$ cat config.mk
export PLATFORM = sky130hd
export DESIGN_NAME = poly_term_evaluator
export DESIGN_NICKNAME = d
export VERILOG_FILES = /design/src/rtl/poly_term_evaluator.sv
export SDC_FILE = /design/constraint.sdc
export NUM_CORES = 1
export LEC_CHECK = 0
export BUFFER_PORTS_ARGS = -buffer_cell sky130_fd_sc_hd__buf_2
export CAP_MARGIN = 15
export CORE_ASPECT_RATIO = 1.4
export CORE_MARGIN = 2
export CORE_UTILIZATION = 50
export DETAILED_ROUTE_END_ITERATION = 6
export MAX_ROUTING_LAYER = met4
export PLACE_DENSITY = 0.66
export RECOVER_POWER = 50
export REMOVE_ABC_BUFFERS = 1
export SETUP_SLACK_MARGIN = 0.2
export SKIP_CTS_REPAIR_TIMING = 1
export SYNTH_ARGS = -nofsm -noshare
export SYNTH_HDL_FRONTEND = slang
export SYNTH_SLANG_ARGS = --single-unit
$ cat constraint.sdc
create_clock -name clk -period 12.2 [get_ports clk]
set_input_delay 0.61 -clock clk [delete_from_list [all_inputs] [get_ports clk]]
set_output_delay 0.61 -clock clk [all_outputs]
set_load 0.1 [all_outputs]
$ cat src/rtl/poly_term_evaluator.sv
// poly_term_evaluator
// Sequential evaluator for sum-of-monomials polynomials in in1/in2/in3.
// Terms arrive as (coef, e1, e2, e3, last) over a valid/ready handshake.
// Each term is built by repeated multiplication, one factor per cycle,
// then added into the accumulator. All arithmetic wraps modulo 2^OUT_W.
module poly_term_evaluator #(
  parameter int IN_W  = 8,
  parameter int OUT_W = 24,
  parameter int EXP_W = 3
) (
  input  logic             clk,
  input  logic             rst,
  input  logic             start,
  input  logic [IN_W-1:0]  in1,
  input  logic [IN_W-1:0]  in2,
  input  logic [IN_W-1:0]  in3,
  input  logic             term_valid,
  output logic             term_ready,
  input  logic [OUT_W-1:0] term_coef,
  input  logic [EXP_W-1:0] term_e1,
  input  logic [EXP_W-1:0] term_e2,
  input  logic [EXP_W-1:0] term_e3,
  input  logic             term_last,
  output logic             res_valid,
  input  logic             res_ready,
  output logic [OUT_W-1:0] result,
  output logic             busy
);

  typedef enum logic [1:0] {
    S_IDLE,
    S_ACCEPT,
    S_MUL,
    S_DONE
  } state_t;

  state_t state;
  state_t state_nxt;

  // Latched variable values, zero-extended to the arithmetic width.
  logic [OUT_W-1:0] x1;
  logic [OUT_W-1:0] x2;
  logic [OUT_W-1:0] x3;

  // Running sum and the product of the term currently being built.
  logic [OUT_W-1:0] acc;
  logic [OUT_W-1:0] prod;

  // Remaining multiplications per variable for the current term.
  logic [EXP_W-1:0] c1;
  logic [EXP_W-1:0] c2;
  logic [EXP_W-1:0] c3;
  logic             last_q;

  // Registered result, only non-zero while in DONE.
  logic [OUT_W-1:0] result_q;

  // Derived control.
  logic             start_fire;
  logic             term_fire;
  logic             res_fire;
  logic             need_c1;
  logic             need_c2;
  logic             need_c3;
  logic             term_finish;

  // Shared datapath.
  logic [OUT_W-1:0] mul_op;
  logic [OUT_W-1:0] prod_mul;
  logic [OUT_W-1:0] acc_sum;

  assign start_fire  = (state == S_IDLE) && start;
  assign term_fire   = (state == S_ACCEPT) && term_valid;
  assign res_fire    = (state == S_DONE) && res_ready;

  assign need_c1     = (c1 != '0);
  assign need_c2     = (c2 != '0);
  assign need_c3     = (c3 != '0);
  assign term_finish = (state == S_MUL) && !need_c1 && !need_c2 && !need_c3;

  // Single multiplier: the operand follows the c1 > c2 > c3 priority order.
  always_comb begin
    mul_op = x3;
    if (need_c1) begin
      mul_op = x1;
    end else if (need_c2) begin
      mul_op = x2;
    end
  end

  assign prod_mul = prod * mul_op;
  assign acc_sum  = acc + prod;

  // State register.
  always_ff @(posedge clk) begin
    if (rst) begin
      state <= S_IDLE;
    end else begin
      state <= state_nxt;
    end
  end

  // Next-state decode.
  always_comb begin
    state_nxt = state;
    case (state)
      S_IDLE: begin
        if (start) begin
          state_nxt = S_ACCEPT;
        end
      end
      S_ACCEPT: begin
        if (term_valid) begin
          state_nxt = S_MUL;
        end
      end
      S_MUL: begin
        if (term_finish) begin
          state_nxt = last_q ? S_DONE : S_ACCEPT;
        end
      end
      S_DONE: begin
        if (res_ready) begin
          state_nxt = S_IDLE;
        end
      end
      default: begin
        state_nxt = S_IDLE;
      end
    endcase
  end

  // Variable capture on an accepted start.
  always_ff @(posedge clk) begin
    if (rst) begin
      x1 <= '0;
      x2 <= '0;
      x3 <= '0;
    end else if (start_fire) begin
      x1 <= OUT_W'(in1);
      x2 <= OUT_W'(in2);
      x3 <= OUT_W'(in3);
    end
  end

  // Term load and exponent countdown.
  always_ff @(posedge clk) begin
    if (rst) begin
      prod   <= '0;
      c1     <= '0;
      c2     <= '0;
      c3     <= '0;
      last_q <= 1'b0;
    end else if (term_fire) begin
      prod   <= term_coef;
      c1     <= term_e1;
      c2     <= term_e2;
      c3     <= term_e3;
      last_q <= term_last;
    end else if (state == S_MUL) begin
      if (need_c1) begin
        prod <= prod_mul;
        c1   <= c1 - EXP_W'(1);
      end else if (need_c2) begin
        prod <= prod_mul;
        c2   <= c2 - EXP_W'(1);
      end else if (need_c3) begin
        prod <= prod_mul;
        c3   <= c3 - EXP_W'(1);
      end
    end
  end

  // Accumulator: cleared on start, summed once per completed term.
  always_ff @(posedge clk) begin
    if (rst) begin
      acc <= '0;
    end else if (start_fire) begin
      acc <= '0;
    end else if (term_finish) begin
      acc <= acc_sum;
    end
  end

  // Result register: loaded with the final sum on entry to DONE, held until
  // the handshake, zero otherwise.
  always_ff @(posedge clk) begin
    if (rst) begin
      result_q <= '0;
    end else if (term_finish && last_q) begin
      result_q <= acc_sum;
    end else if (state != S_DONE || res_fire) begin
      result_q <= '0;
    end
  end

  assign term_ready = (state == S_ACCEPT);
  assign res_valid  = (state == S_DONE);
  assign busy       = (state != S_IDLE);
  assign result     = result_q;

endmodule

==> results.py <==
metrics = {
    "status": {
        "status": "complete, but fails checks",
        "violations": "capacitance limit, slew limit",
    },
    "detailed_routing": {
        "wl_mm": 26.3,
        "via_count": 8652,
        "route.detailed.drc": 0,
        "drtPass1Iterations": 7,
        "wl_per_cell_um": 17.0,
        "ant_nets": 0,
        "routed_via_density": 5.57,
        "drt-initial-drc-count": 414,
    },
    "cts": {
        "cts.sinks": 108,
        "cts_tree": "yes",
        "cts_buffer_depth": 2,
        "clk_latency_ps": 370,
        "clk_pin_slew_ps": 70,
        "htreeDepth": 3,
        "cts_root_buf": "clkbuf_16",
        "cts_buffers": 9,
    },
    "timing": {
        "finalMaxSlewViolations": 115,
        "min_period_ps": 7140,
        "fin_skew_ps": 8.86,
        "finalSetupViolCount": 0,
        "hold_violations": 0,
        "rsz0062_at_grt": "false",
        "max_freq_mhz": 140,
        "slew_headroom": -1.09,
        "worstMarginPinSlew_ps": 3130,
        "setup_ws_ps": 5060,
        "min_period_over_period": 0.586,
        "tns_ps": 0,
    },
    "critical_path": {
        "path_class": "flip-flop to flip-flop",
        "worstReg2RegEnd": "prod[16]",
        "path_cells": "inv_1, ha_1, nor2b_1, nor2_1, a21oi_2, nand2_1, fa_1, fa_1, inv_1, fa_1, inv_1, fa_1, inv_1, ha_1, o21ai_0, nand2b_1, a31oi_1, o31a_1, o21bai_1, a21o_1, a2111oi_0, nor3_1",
        "rr_startpoint": "c1[0]",
        "slowest_delay_ps": 1160,
        "worstPathRequired_ps": 12310,
        "crit_fanout": 23,
        "critPathSlowestCell": "nor2b_1",
        "arrival_ps": 7260,
        "worst-r2r-cell-count": 22,
        "startpoint": "c1[0]",
        "crit_buf_inv": 4,
        "end_kind": "flip-flop",
        "crit_family": "adder cells",
        "rrSetupSlack_ps": 5060,
        "critPathLaunchType": "flip-flop",
    },
    "layout": {
        "drive_above_1_share": 0.0817,
        "stdcell_count": 1553,
        "final_nets": 1526,
        "area_growth_syn_to_layout_pct": 8.55,
        "insertedDiodeCount": 0,
        "fin_util": 0.550,
    },
    "yosys": {
        "synthSimpleGateAreaFrac": 0.231,
        "yosysSeqAreaShare": 0.210,
        "yosys_warnings": 0,
        "syn-instance-count": 1237,
        "synth_xor_area_frac": 0.0420,
        "ys_top_cells_by_count": "nand2_1 (187), and2_1 (133), inv_1 (128), fa_1 (109), dfxtp_1 (108)",
        "async_flop_share": 0,
        "ys_types": 62,
        "synth_compound_area_frac": 0.150,
        "synth_most_common_cell": "nand2_1",
        "syn_area_um2": 10300,
        "yosys.area_share.adder": 0.286,
        "ys.flop_type": "dfxtp_1",
        "ys_ff_latch": 108,
        "synth_edf_count": 0,
        "synthMuxAreaShare": 0.0107,
        "syn_avg_cell_area_um2": 8.32,
        "yosys-top-cells-area": "fa_1 (21%), dfxtp_1 (21%), and2_1 (8.1%)",
        "synth_top_cell_area_share": 0.212,
        "synth_top_cell_by_area": "fa_1",
        "synth_top_family_by_area": "adder cells",
    },
    "floorplanning": {
        "num_rows": 62,
        "core_um2": 20300,
        "initial_core_util": 0.506,
        "io_pins": 90,
        "die_x_um": 125,
        "dieArea_um2": 21800,
        "die_y_um": 174,
    },
    "power": {
        "peakVddDrop_mv": 0.0987,
        "power_density_nw_per_um2": 103,
        "sw_frac_of_total": 0.390,
        "p_seq_frac": 0.347,
        "leakagePower_nw": 5.12,
        "pwr-share-clk": 0.274,
        "p_int_uw": 702,
        "pwr-share-comb": 0.379,
        "p_switching_uw": 448,
    },
    "grt": {
        "overflow": 0,
        "first_global_vias": 8889,
        "grt_max_degree": 65,
        "grt_pass1_wl_mm": 43.5,
        "grt_antenna_before_repair": 0,
        "grt_use_total": 0.258,
    },
    "hold_path": {
        "whs_endpoint": "result[18]",
        "holdCritStartpoint": "result[18]",
        "hold_path_class": "flip-flop to flip-flop",
        "hold_depth": 2,
    },
    "place": {
        "place_inst": 1538,
        "dp_hpwl_mm": 19.6,
        "dp_slack_ps": 5980,
        "portBuffers": 89,
        "place.gp.congestion": 0.876,
    },
    "flow_run": {
        "maxCapViolations": 3,
    },
}
[worst max-delay path by stage]
stage                to  slack [ps]  depth (start not counted)
2_1_floorplan  prod[22]        6550                         22
3_3_place_gp   prod[16]        6120                         22
3_5_place_dp   prod[16]        5980                         22
4_1_cts        prod[16]        5930                         22
5_1_grt        prod[16]        4640                         22
6_report       prod[16]        5060                         22
[cell families (layout without fill, tap and decap cells)]
kind of cell | count (synthesis) | in the layout
fa+ha+maj | 170 | 170
flops | 108 | 108
buf+inv | 184 | 244
simple gates | 493 | 493
compound gates | 228 | 228
mux | 11 | 11
xor+xnor | 43 | 43
[sequential cells by signal, summed over array words and instances, names as in the netlist]
| register | flops |
|---|---|
| state | 2 |
| c2 | 3 |
| x3 | 8 |
| c3 | 3 |
| result | 24 |
| prod | 24 |
| acc | 24 |
| last_q | 1 |
| x2 | 8 |
| x1 | 8 |
| c1 | 3 |
[power groups by stage]
stage	clock network (mW)	logic (mW)	registers (mW)
3_3_place_gp	0	0.430	0.407
5_1_grt	0.333	0.492	0.402
3_5_place_dp	0	0.436	0.407
6_report	0.316	0.435	0.399
4_1_cts	0.321	0.439	0.399
2_1_floorplan	0	0.307	0.391
[cells in the final DEF, fill, tap and decap left out, drive strengths merged, types with 15 or more instances in the layout]
cell type	instances
nor3	22
buf	72
fa	109
a311oi	16
dfxtp	108
xnor2	27
a21oi	89
clkbuf	40
nor2	87
inv	129
nand3	27
ha	61
o21ai	25
and2	133
nand2	187
a22oi	15
[through the flow]
stage	instance area, um^2	total power, mW	hold slack, ps
detailed placement	10900	0.843	443
CTS	11200	1.16	454
global route	11200	1.23	474
global placement	10900	0.837	436
floorplan	10000	0.698	430
finish	11200	1.15	452
[cell type report]
cell class / count / area (um^2)
Sequential cell: 108 / 2160
Clock buffer: 11 / 253
Tap cell: 256 / 320
Clock inverter: 4 / 57.6
Timing Repair Buffer: 101 / 497
Inverter: 128 / 480
Fill cell: 1995 / 9160
Multi-Input combinational cell: 945 / 7400
[per-layer routing]
layer | vias up | GRT usage | share of wire
met5 | - | - | 0
met4 | 0 | 0.110 | 0.035
met3 | 55 | 0.0367 | 0.038
met2 | 202 | 0.466 | 0.53
met1 | 4234 | 0.280 | 0.40
li1 | 4161 | - | -
[tightest hold or removal path, stage by stage (launching register included)]
cell     delay, ps
dfxtp_1        310
nand2_1         50
a21oi_1         50
Note: power is estimated with default switching activity, not from simulation.
